**config.mk**
```make
export PLATFORM = sky130hd
export DESIGN_NAME = regfile_write_arbiter_flat
export DESIGN_NICKNAME = d
export VERILOG_FILES = /design/src/rtl/rv_core_pkg.sv /design/src/rtl/regfile_write_arbiter_if.sv /design/src/rtl/wb_result_fifo.sv /design/src/rtl/regfile_write_arbiter.sv /design/src/flat_wrapper.sv
export SDC_FILE = /design/constraint.sdc
export NUM_CORES = 1
export LEC_CHECK = 0
export CAP_MARGIN = 0
export CORE_MARGIN = 2
export CORE_UTILIZATION = 45
export CTS_CLUSTER_DIAMETER = 50
export CTS_CLUSTER_SIZE = 12
export DETAILED_ROUTE_END_ITERATION = 16
export GPL_TIMING_DRIVEN = 0
export PLACE_DENSITY = 0.84
export SYNTH_ARGS = -nofsm -noshare
export SYNTH_HDL_FRONTEND = slang
export SYNTH_SLANG_ARGS = --single-unit
```
**constraint.sdc**
```tcl
create_clock -name clk -period 3 [get_ports clk]
set_input_delay 0.6 -clock clk [delete_from_list [all_inputs] [get_ports clk]]
set_output_delay 0.6 -clock clk [all_outputs]
set_load 0.02 [all_outputs]
```
**src/rtl/rv_core_pkg.sv**
```systemverilog
`default_nettype none
// ----------------------------------------------------------------------------
// rv_core_pkg: shared integer-core widths and the register write request. Rev 1.0
// ----------------------------------------------------------------------------
package rv_core_pkg;

  localparam int XLEN     = 32;
  localparam int REG_AW   = 5;
  localparam int NUM_REGS = 1 << REG_AW;

  typedef struct packed {
    logic [REG_AW-1:0] rd;
    logic [XLEN-1:0]   wd;
  } wr_req_t;

  // x0 never owns a scoreboard bit, so its mask is always empty.
  function automatic logic [NUM_REGS-1:0] reg_onehot(input logic [REG_AW-1:0] a);
    reg_onehot = '0;
    if (a != '0) reg_onehot[a] = 1'b1;
  endfunction

endpackage
`default_nettype wire

```
**src/rtl/regfile_write_arbiter_if.sv**
```systemverilog
`default_nettype none
// ----------------------------------------------------------------------------
// regfile_write_arbiter_if: producer, issue, hazard-query and write-port bundle. Rev 1.0
// ----------------------------------------------------------------------------
interface regfile_write_arbiter_if;
  import rv_core_pkg::*;

  logic              ex_valid;
  logic [REG_AW-1:0] ex_rd;
  logic [XLEN-1:0]   ex_wd;
  logic              lu_valid;
  logic              lu_ready;
  logic [REG_AW-1:0] lu_rd;
  logic [XLEN-1:0]   lu_wd;
  logic              iss_valid;
  logic [REG_AW-1:0] iss_rd;
  logic [REG_AW-1:0] q_rs1;
  logic [REG_AW-1:0] q_rs2;
  logic [REG_AW-1:0] q_rd;
  logic              hazard;
  logic              we;
  logic [REG_AW-1:0] rd;
  logic [XLEN-1:0]   wd;

  modport master (
    output ex_valid, ex_rd, ex_wd, lu_valid, lu_rd, lu_wd,
           iss_valid, iss_rd, q_rs1, q_rs2, q_rd,
    input  lu_ready, hazard, we, rd, wd
  );

  modport slave (
    input  ex_valid, ex_rd, ex_wd, lu_valid, lu_rd, lu_wd,
           iss_valid, iss_rd, q_rs1, q_rs2, q_rd,
    output lu_ready, hazard, we, rd, wd
  );

endinterface
`default_nettype wire

```
**src/rtl/wb_result_fifo.sv**
```systemverilog
`default_nettype none
// ----------------------------------------------------------------------------
// wb_result_fifo: synchronous FIFO with wrap-bit pointers and a combinational head. Rev 1.0
// ----------------------------------------------------------------------------
module wb_result_fifo #(
  parameter int WIDTH = 37,
  parameter int DEPTH = 2
) (
  input  logic             clk,
  input  logic             rst_n,
  input  logic             push_i,
  input  logic             pop_i,
  input  logic [WIDTH-1:0] data_i,
  output logic             full_o,
  output logic             empty_o,
  output logic [WIDTH-1:0] head_o
);

  localparam int AW = $clog2(DEPTH);

  logic [AW:0]      wr_ptr_q, wr_ptr_d;
  logic [AW:0]      rd_ptr_q, rd_ptr_d;
  logic [WIDTH-1:0] mem_q [DEPTH];
  logic             w_do_push;
  logic             w_do_pop;

  assign empty_o = (wr_ptr_q == rd_ptr_q);
  assign full_o  = (wr_ptr_q[AW] != rd_ptr_q[AW]) &&
                   (wr_ptr_q[AW-1:0] == rd_ptr_q[AW-1:0]);
  assign head_o  = mem_q[rd_ptr_q[AW-1:0]];

  // A pop frees the head slot on the same edge, so a full FIFO may still push.
  assign w_do_pop  = pop_i && !empty_o;
  assign w_do_push = push_i && (!full_o || w_do_pop);

  always_comb begin
    wr_ptr_d = wr_ptr_q;
    rd_ptr_d = rd_ptr_q;
    if (w_do_push) wr_ptr_d = wr_ptr_q + {{AW{1'b0}}, 1'b1};
    if (w_do_pop)  rd_ptr_d = rd_ptr_q + {{AW{1'b0}}, 1'b1};
  end

  always_ff @(posedge clk or negedge rst_n) begin
    if (!rst_n) begin
      wr_ptr_q <= '0;
      rd_ptr_q <= '0;
    end else begin
      wr_ptr_q <= wr_ptr_d;
      rd_ptr_q <= rd_ptr_d;
    end
  end

  always_ff @(posedge clk) begin
    if (w_do_push) mem_q[wr_ptr_q[AW-1:0]] <= data_i;
  end

endmodule
`default_nettype wire

```
**src/rtl/regfile_write_arbiter.sv**
```systemverilog
`default_nettype none
// ----------------------------------------------------------------------------
// regfile_write_arbiter: merges execute and buffered long-latency results onto the write port. Rev 1.0
// ----------------------------------------------------------------------------
module regfile_write_arbiter
  import rv_core_pkg::*;
#(
  parameter int FIFO_DEPTH = 2
) (
  input  logic                    clk,
  input  logic                    rst_n,
  regfile_write_arbiter_if.slave  bus
);

  wr_req_t             w_lu_req;
  wr_req_t             w_head;
  logic                w_full;
  logic                w_empty;
  logic                w_push;
  logic                w_pop;
  logic                w_ex_wr;
  logic [NUM_REGS-1:0] w_set_mask;
  logic [NUM_REGS-1:0] w_clr_mask;
  logic [NUM_REGS-1:0] pending_q, pending_d;
  logic                w_iss_conflict;
  logic                w_waw;

  assign w_lu_req.rd = bus.lu_rd;
  assign w_lu_req.wd = bus.lu_wd;

  // x0 results are acknowledged but never occupy a slot.
  assign w_push       = bus.lu_valid && !w_full && (bus.lu_rd != '0);
  assign bus.lu_ready = !w_full;
  assign w_ex_wr      = bus.ex_valid && (bus.ex_rd != '0);

  wb_result_fifo #(
    .WIDTH (XLEN + REG_AW),
    .DEPTH (FIFO_DEPTH)
  ) u_fifo (
    .clk     (clk),
    .rst_n   (rst_n),
    .push_i  (w_push),
    .pop_i   (w_pop),
    .data_i  (w_lu_req),
    .full_o  (w_full),
    .empty_o (w_empty),
    .head_o  (w_head)
  );

  always_comb begin
    bus.we = 1'b0;
    bus.rd = '0;
    bus.wd = '0;
    w_pop  = 1'b0;
    if (w_ex_wr) begin
      bus.we = 1'b1;
      bus.rd = bus.ex_rd;
      bus.wd = bus.ex_wd;
    end else if (!w_empty) begin
      bus.we = 1'b1;
      bus.rd = w_head.rd;
      bus.wd = w_head.wd;
      w_pop  = 1'b1;
    end
  end

  // Set is applied after clear so a same-cycle reissue keeps the bit.
  always_comb begin
    w_clr_mask = w_pop ? reg_onehot(w_head.rd) : '0;
    w_set_mask = bus.iss_valid ? reg_onehot(bus.iss_rd) : '0;
    pending_d  = (pending_q & ~w_clr_mask) | w_set_mask;
    pending_d[0] = 1'b0;
  end

  always_ff @(posedge clk or negedge rst_n) begin
    if (!rst_n) begin
      pending_q <= '0;
    end else begin
      pending_q <= pending_d;
    end
  end

  assign bus.hazard = pending_q[bus.q_rs1] | pending_q[bus.q_rs2] | pending_q[bus.q_rd];

  assign w_iss_conflict = bus.iss_valid && (bus.iss_rd != '0) &&
                          pending_q[bus.iss_rd] && !w_clr_mask[bus.iss_rd];
  assign w_waw          = w_ex_wr && pending_q[bus.ex_rd];

  a_issue_to_pending: assert property (@(posedge clk) disable iff (!rst_n) !w_iss_conflict);
  a_ex_waw:           assert property (@(posedge clk) disable iff (!rst_n) !w_waw);

endmodule
`default_nettype wire

```
**src/flat_wrapper.sv**
```systemverilog
// flat-port wrapper written by rule: the top's interface ports become plain ports
module regfile_write_arbiter_flat import rv_core_pkg::*;
#(
  parameter int FIFO_DEPTH = 2
)
  (clk, rst_n, bus_ex_valid, bus_ex_rd, bus_ex_wd, bus_lu_valid, bus_lu_rd, bus_lu_wd, bus_iss_valid, bus_iss_rd, bus_q_rs1, bus_q_rs2, bus_q_rd, bus_lu_ready, bus_hazard, bus_we, bus_rd, bus_wd);
  regfile_write_arbiter_if bus_i ();
  input  logic clk;
  input  logic rst_n;
  input wire logic [$bits(bus_i.ex_valid)-1:0] bus_ex_valid;
  input wire logic [$bits(bus_i.ex_rd)-1:0] bus_ex_rd;
  input wire logic [$bits(bus_i.ex_wd)-1:0] bus_ex_wd;
  input wire logic [$bits(bus_i.lu_valid)-1:0] bus_lu_valid;
  input wire logic [$bits(bus_i.lu_rd)-1:0] bus_lu_rd;
  input wire logic [$bits(bus_i.lu_wd)-1:0] bus_lu_wd;
  input wire logic [$bits(bus_i.iss_valid)-1:0] bus_iss_valid;
  input wire logic [$bits(bus_i.iss_rd)-1:0] bus_iss_rd;
  input wire logic [$bits(bus_i.q_rs1)-1:0] bus_q_rs1;
  input wire logic [$bits(bus_i.q_rs2)-1:0] bus_q_rs2;
  input wire logic [$bits(bus_i.q_rd)-1:0] bus_q_rd;
  output wire logic [$bits(bus_i.lu_ready)-1:0] bus_lu_ready;
  output wire logic [$bits(bus_i.hazard)-1:0] bus_hazard;
  output wire logic [$bits(bus_i.we)-1:0] bus_we;
  output wire logic [$bits(bus_i.rd)-1:0] bus_rd;
  output wire logic [$bits(bus_i.wd)-1:0] bus_wd;
  assign bus_i.ex_valid = bus_ex_valid;
  assign bus_i.ex_rd = bus_ex_rd;
  assign bus_i.ex_wd = bus_ex_wd;
  assign bus_i.lu_valid = bus_lu_valid;
  assign bus_i.lu_rd = bus_lu_rd;
  assign bus_i.lu_wd = bus_lu_wd;
  assign bus_i.iss_valid = bus_iss_valid;
  assign bus_i.iss_rd = bus_iss_rd;
  assign bus_i.q_rs1 = bus_q_rs1;
  assign bus_i.q_rs2 = bus_q_rs2;
  assign bus_i.q_rd = bus_q_rd;
  assign bus_lu_ready = bus_i.lu_ready;
  assign bus_hazard = bus_i.hazard;
  assign bus_we = bus_i.we;
  assign bus_rd = bus_i.rd;
  assign bus_wd = bus_i.wd;
  regfile_write_arbiter #(.FIFO_DEPTH(FIFO_DEPTH)) u_core (.clk(clk), .rst_n(rst_n), .bus(bus_i));
endmodule
```
==> flow_summary.yaml, run 1 <==
yosys:
  syn_nets: 555
  yosysUniqueCellTypes: 47
  syn_area_sq_um: 5540
  ys_seq_area_frac: 0.5592
  synth_enable_flop_cells: 74
  synth_seq_cells: 109
  yosys_warnings: 0
  synth-async-reset-ratio: 0.3211
  ys.flop_type: "edfxtp_1"
  avgSynthCellArea_sq_um: 12.15
  netlist_instances: 456
layout:
  drive_gt1_frac: 0.2472
  multi_input_area_sq_um: 2574
  final_cell_mix: "clkdlybuf4s50_1, edfxtp_1, nand2_1, o21ai_0, mux2i_1"
  final_common_cell: "clkdlybuf4s50_1"
  fin_cells: 762
  area_delta_synth_final_pct: 40.79
  final_nets: 709
  nFillCells: 807
  seq_area_sq_um: 3098
  antennaDiodeCount: 0
critical_path:
  r2r_setup_slack_ns: 0.75
  cp-end-kind: "primary output"
  crit_chain: "clkdlybuf4s15_1 -> or4_4 -> o21a_1 -> buf_6 -> buf_8 -> clkbuf_8 -> nand2_1 -> o31ai_4 -> buf_6"
  r2r_start: "u_core.u_fifo.rd_ptr_q[1]"
  ff2ff_path_depth: 5
  critPathLaunchType: "input port"
  reg2reg_to: "u_core.u_fifo.mem_q[0][11]"
  critPathMaxStageDelay_ns: 0.49
  worstSetupPathType: "in2out"
  crit_family: "buffers and inverters"
  critPathBufInv: 5
  crit_slowest_cell: "or4_4"
  crit_top_cell: "buf_6"
  required_ns: 2.40
  cp_max_fo: 10
  cp.arrival_ns: 2.36
global_route:
  grt_max_degree: 36
  grt_pass1_wl_um: 26410
  track_usage: 0.2615
  overflow: 0
  grt_pass1_vias: 4927
  antenna_found_initial: 0
placement:
  dpl.hpwl_um: 11860
  port_buffers: 134
  gp_congestion: 0.9104
  post-place-cells: 739
floorplan:
  initial_core_util: 0.4613
  row_count: 40
  die-width_um: 115.0
  die-height_um: 115.0
  pin_count: 139
  core-area_sq_um: 12010
  die_area_sq_um: 13220
clock_tree:
  cts_sinks: 109
  clk_path_buf_depth: 2
  worstSkewPairLatency_ns: 0.35
  clkSlewWorstSetupHoldPaths_ns: 0.07
  htree_num_levels: 3
  clock-root-buffer: "clkbuf_16"
  cts_hold_buf: 0
  cts_buffers: 9
  tritoncts: "built"
routing:
  drtIter0Drc: 399
  routed_wirelength_um: 17080
  wl_per_cell_um: 22.41
  drtPass1Iterations: 5
  via_per_inst: 6.206
  drc_errors: 0
  ant_nets: 0
  num_vias: 4729
min_path:
  hold_path.class: "in2async"
sta:
  fin_hold_ws_ns: 0.3308
  fin_crit_sh: 0.9865
  period_minus_slack_ns: 2.960
  slew-limit-headroom: 0.4793
  hold_viol: 0
  finalMaxSlewViolations: 0
  skew_ns: 0.008605
  setup_viol: 0
  rsz0062_at_grt: "false"
  clock.fmax_mhz: 337.9
  tightest_slew_ns: 0.7811
power_and_ir_drop:
  ir_drop_mv: 0.7645
  total_power_mw: 7.171
  p_per_area_nw_per_um2: 919.3
  power_leakage_nw: 2.910
run_status:
  status: "finished, final reports clean"
flow_run:
  cap_violations: 0
[worst register-to-register path, stage by stage, from the launching register on]
cell      delay, ns
dfrtp_1        0.41
xnor2_1        0.27
nand2b_1       0.20
o211ai_1       0.25
nor2_4         0.58
buf_16         0.24
[flip-flops by register name, indices dropped and copies added, names as in the netlist]
name and cells:
u_core.u_fifo.rd_ptr_q 2, u_core.u_fifo.mem_q 74, u_core.pending_q 31, u_core.u_fifo.wr_ptr_q 2
[Yosys cell counts (all sizes together), types with 5 or more instances]
cell	count	area share
inv	9	0.0061
nor2b	8	0.0090
mux4	13	0.053
nor2	10	0.0068
nand2	55	0.037
edfxtp	74	0.40
nand3	6	0.0054
nand3b	8	0.011
mux2i	41	0.074
nand2b	5	0.0056
clkbuf	12	0.0081
dfrtp	35	0.16
buf	13	0.013
o21ai	65	0.059
o31ai	34	0.046
or3	5	0.0093
mux2	11	0.022
[metal layers]
metal / global-route usage / part of all wire
met1: 0.3126 / 0.38
met2: 0.4620 / 0.51
met3: 0.04850 / 0.075
met4: 0.1149 / 0.037
met5: 0 / 0
[how the worst max path moves through the flow]
stage	from	end	slack (ns)	cells past startpoint
2_1_floorplan	bus_ex_rd[2]	bus_wd[0]	0.07	6
3_3_place_gp	bus_q_rs2[1]	bus_hazard	-0.82	8
3_5_place_dp	bus_ex_rd[2]	bus_wd[1]	-0.91	7
4_1_cts	bus_ex_rd[1]	bus_wd[26]	-0.01	7
5_1_grt	u_core.u_fifo.rd_ptr_q[0]	bus_wd[1]	0.00008	7
6_report	bus_ex_rd[2]	bus_wd[18]	0.04	9
[repair_timing]
item                                    4_1_cts  5_1_grt
pin swaps                                    14        4
gates cloned                                  3        0
endpoints found under the setup margin       39       34
resized for setup                           292       23
setup buffers                                 4        0
[final cells by class]
| cell class | instances | area share |
|---|---|---|
| Multi-Input combinational cell | 313 | 0.3300 |
| Clock buffer | 10 | 0.02936 |
| Inverter | 9 | 0.004331 |
| Buffer | 25 | 0.03080 |
| Clock inverter | 6 | 0.008021 |
| Sequential cell | 109 | 0.3972 |
| Timing Repair Buffer | 143 | 0.1768 |
| Tap cell | 147 | 0.02358 |
[logic make-up after synthesis]
family,share of synthesized area
AOI/OAI and AO/OA,0.1513
xor gates and xnor gates,0.009485
buffers and inverters,0.02687
DFF,0.5592
muxes,0.1493
and+or+nand+nor,0.1039
[metrics by stage]
step           TNS [ns]  cell area [sq um]  utilization  worst slack (ns)
6_report              0               7800       0.6494           0.04038
5_1_grt               0               7800       0.6494        0.00008060
4_1_cts        -0.02008               7742       0.6446          -0.01147
3_5_place_dp     -28.17               7131       0.5936           -0.9054
3_3_place_gp     -46.47               7071       0.5886           -0.8209
2_1_floorplan         0               5545            -           0.06546
[where the power goes]
group	switching [mW]	leakage (nW)	internal [mW]
combinational	1.98	1.67	1.44
clock	0.531	0.137	0.647
sequential	0.369	1.11	2.21
Power figures use the tool's default switching activity.
==> run 2, diff against run 1 <==
--- a/config.mk
+++ b/config.mk
@@ -9,7 +9,7 @@
 export CORE_MARGIN = 2
 export CORE_UTILIZATION = 45
 export CTS_CLUSTER_DIAMETER = 50
-export CTS_CLUSTER_SIZE = 12
+export CTS_CLUSTER_SIZE = 8
 export DETAILED_ROUTE_END_ITERATION = 16
 export GPL_TIMING_DRIVEN = 0
 export PLACE_DENSITY = 0.84
==> results of run 2 <==
No change in the layout: final DEF, timing and power equal those of run 1.
==> run 3, diff against run 2 <==
--- a/config.mk
+++ b/config.mk
@@ -11,6 +11,7 @@
 export CTS_CLUSTER_DIAMETER = 50
 export CTS_CLUSTER_SIZE = 8
 export DETAILED_ROUTE_END_ITERATION = 16
+export GPL_ROUTABILITY_DRIVEN = 0
 export GPL_TIMING_DRIVEN = 0
 export PLACE_DENSITY = 0.84
 export SYNTH_ARGS = -nofsm -noshare
==> run 3 against run 2 <==
  * The run now ends with negative setup slack left
  * Non-clock buffer count shrank 2
  * Core utilization decreased by 0.45 points
  * Clock power is 4% lower
  * First-iteration DRC count is 6.5% higher
  * Global-route usage decreased by 0.31 points
  * Combinational power about the same
  * Via count is 0.44% lower
  * Cell area down 0.69%
  * Setup slack worse by 0.068 ns
  * Largest power group unchanged
  * Cell count fell by 0.26%
  * Sequential share of layout area up 0.28 points
  * Sequential power about the same
==> flow_summary.yaml, run 3 (synthesis gave the netlist of run 1 again) <==
critical_path:
  cp-end-kind: "primary output"
  ff2ff_path_depth: 5
  cp_max_fo: 6
  worstSetupPathType: "in2out"
  reg2reg_to: "u_core.u_fifo.mem_q[1][29]"
  required_ns: 2.40
  crit_chain: "clkdlybuf4s15_1 -> or4_4 -> o21a_1 -> buf_6 -> buf_8 -> buf_4 -> o31ai_2 -> buf_4"
  r2r_setup_slack_ns: 0.73
  crit_slowest_cell: "or4_4"
  path_depth: 8
  critPathBufInv: 5
  critPathMaxStageDelay_ns: 0.52
  crit_family: "buffers and inverters"
  cp.arrival_ns: 2.43
  crit_end: "bus_wd[5]"
  r2r_start: "u_core.u_fifo.rd_ptr_q[1]"
  critPathLaunchType: "input port"
  startpoint: "bus_ex_rd[1]"
  crit_top_cell: "buf_4"
floorplan:
  core-area_sq_um: 12010
  row_count: 40
  die_area_sq_um: 13220
  die-width_um: 115.0
  die-height_um: 115.0
  initial_core_util: 0.4613
  pin_count: 139
flow_run:
  cap_violations: 0
clock_tree:
  cts_buffers: 9
  clock-root-buffer: "clkbuf_16"
  htree_num_levels: 3
  cts_sinks: 109
  clk_path_buf_depth: 2
  clkSlewWorstSetupHoldPaths_ns: 0.06
  worstSkewPairLatency_ns: 0.35
  tritoncts: "built"
layout:
  final_nets: 707
  final_common_cell: "clkdlybuf4s50_1"
  area_delta_synth_final_pct: 39.81
  drive_gt1_frac: 0.2529
  antennaDiodeCount: 0
  largest_reg_flops: 74
  nFillCells: 851
  final_cell_mix: "clkdlybuf4s50_1, edfxtp_1, nand2_1, o21ai_0"
  fin_cells: 760
min_path:
  hold_path.class: "in2async"
global_route:
  global_route.usage.met3: 0.06958
  use_met2: 0.4627
  overflow: 0
  grt_pass1_wl_um: 26180
  track_usage: 0.2584
  grt_max_degree: 36
  grt-busiest-layer: "met2"
  antenna_found_initial: 0
  met1_usage: 0.2951
  grt_pass1_vias: 4983
routing:
  routed_wirelength_um: 16710
  drtIter0Drc: 425
  drtPass1Iterations: 5
  num_vias: 4708
  wl_per_cell_um: 21.99
  drc_errors: 0
  via_per_inst: 6.195
  ant_nets: 0
power_and_ir_drop:
  ir_drop_mv: 0.5414
  p_per_area_nw_per_um2: 922.2
  power_leakage_nw: 2.888
sta:
  slew-limit-headroom: 0.4939
  period_minus_slack_ns: 3.027
  tightest_slew_ns: 0.7592
  rsz0062_at_grt: "true"
  finalMaxSlewViolations: 0
  clock.fmax_mhz: 330.3
  skew_ns: 0.009031
  setup_viol: 2
  hold_viol: 0
  fin_crit_sh: 1.009
  tns_ns: -0.04564
  worst_slack_ns: -0.02746
run_status:
  status: "finished with violations"
  violations: "negative setup slack"
placement:
  post-place-cells: 739
  dpl.hpwl_um: 11610
  port_buffers: 134
[run 3: through the flow]
step | total power, mW | util | instance area [sq um] | hold WS [ns] | setup WS (ns)
floorplan | 4.335 | - | 5545 | 0.3044 | 0.06546
global placement | 5.417 | 0.5886 | 7071 | 0.4742 | -0.8183
detailed placement | 5.620 | 0.5930 | 7123 | 0.4926 | -0.8656
CTS | 6.902 | 0.6366 | 7646 | 0.3460 | 0.002340
global route | 7.474 | 0.6449 | 7746 | 0.3752 | -0.07344
finish | 7.144 | 0.6449 | 7746 | 0.3276 | -0.02746
[run 3: worst reg2reg max path: stages (launching register included)]
cell      delay [ns]
dfrtp_1         0.41
xnor2_1         0.31
nand2b_1        0.22
o211ai_1        0.27
nor2_4          0.51
buf_16          0.24
[run 3: power by group]
part	internal (mW)	switching (mW)	total, mW
clock network	0.617	0.517	1.13
logic	1.44	1.97	3.41
registers	2.21	0.390	2.60
total	4.26	2.88	7.14
[run 3: worst min-delay path by stage]
| stage | start | to | slack (ns) |
|---|---|---|---|
| after global routing | rst_n | u_core.pending_q[20] | 0.38 |
| after detailed placement | u_core.u_fifo.wr_ptr_q[1] | u_core.u_fifo.wr_ptr_q[1] | 0.49 |
| after floorplan | rst_n | u_core.pending_q[10] | 0.30 |
| after global placement | u_core.u_fifo.wr_ptr_q[1] | u_core.u_fifo.wr_ptr_q[1] | 0.47 |
| after CTS | rst_n | u_core.pending_q[20] | 0.35 |
| final | rst_n | u_core.pending_q[4] | 0.33 |
[run 3: what timing repair did]
item | 4_1_cts | 5_1_grt
pin swaps | 10 | 5
buffers inserted | 3 | 0
gates resized for setup | 275 | 48
gates cloned | 2 | 0
endpoints found under the setup margin | 39 | 34
hold buffers | 0 | 0
hold endpoints to repair | 0 | 0
[run 3: routing by layer]
layer,part of all wire,up-vias
met3,0.084,36
li1,-,2081
met5,0,-
met1,0.36,2299
met4,0.024,0
met2,0.53,292
[run 3: area by class of cell]
cell class,count,area [sq um],area share
buffer,25,226.5,0.02924
clock buffer,13,261.5,0.03376
clock inverter,3,21.27,0.002746
inverter,9,33.78,0.004361
multi-input combinational,313,2579,0.3329
sequential,109,3098,0.3999
tap,147,183.9,0.02374
timing repair buffer,141,1343,0.1733
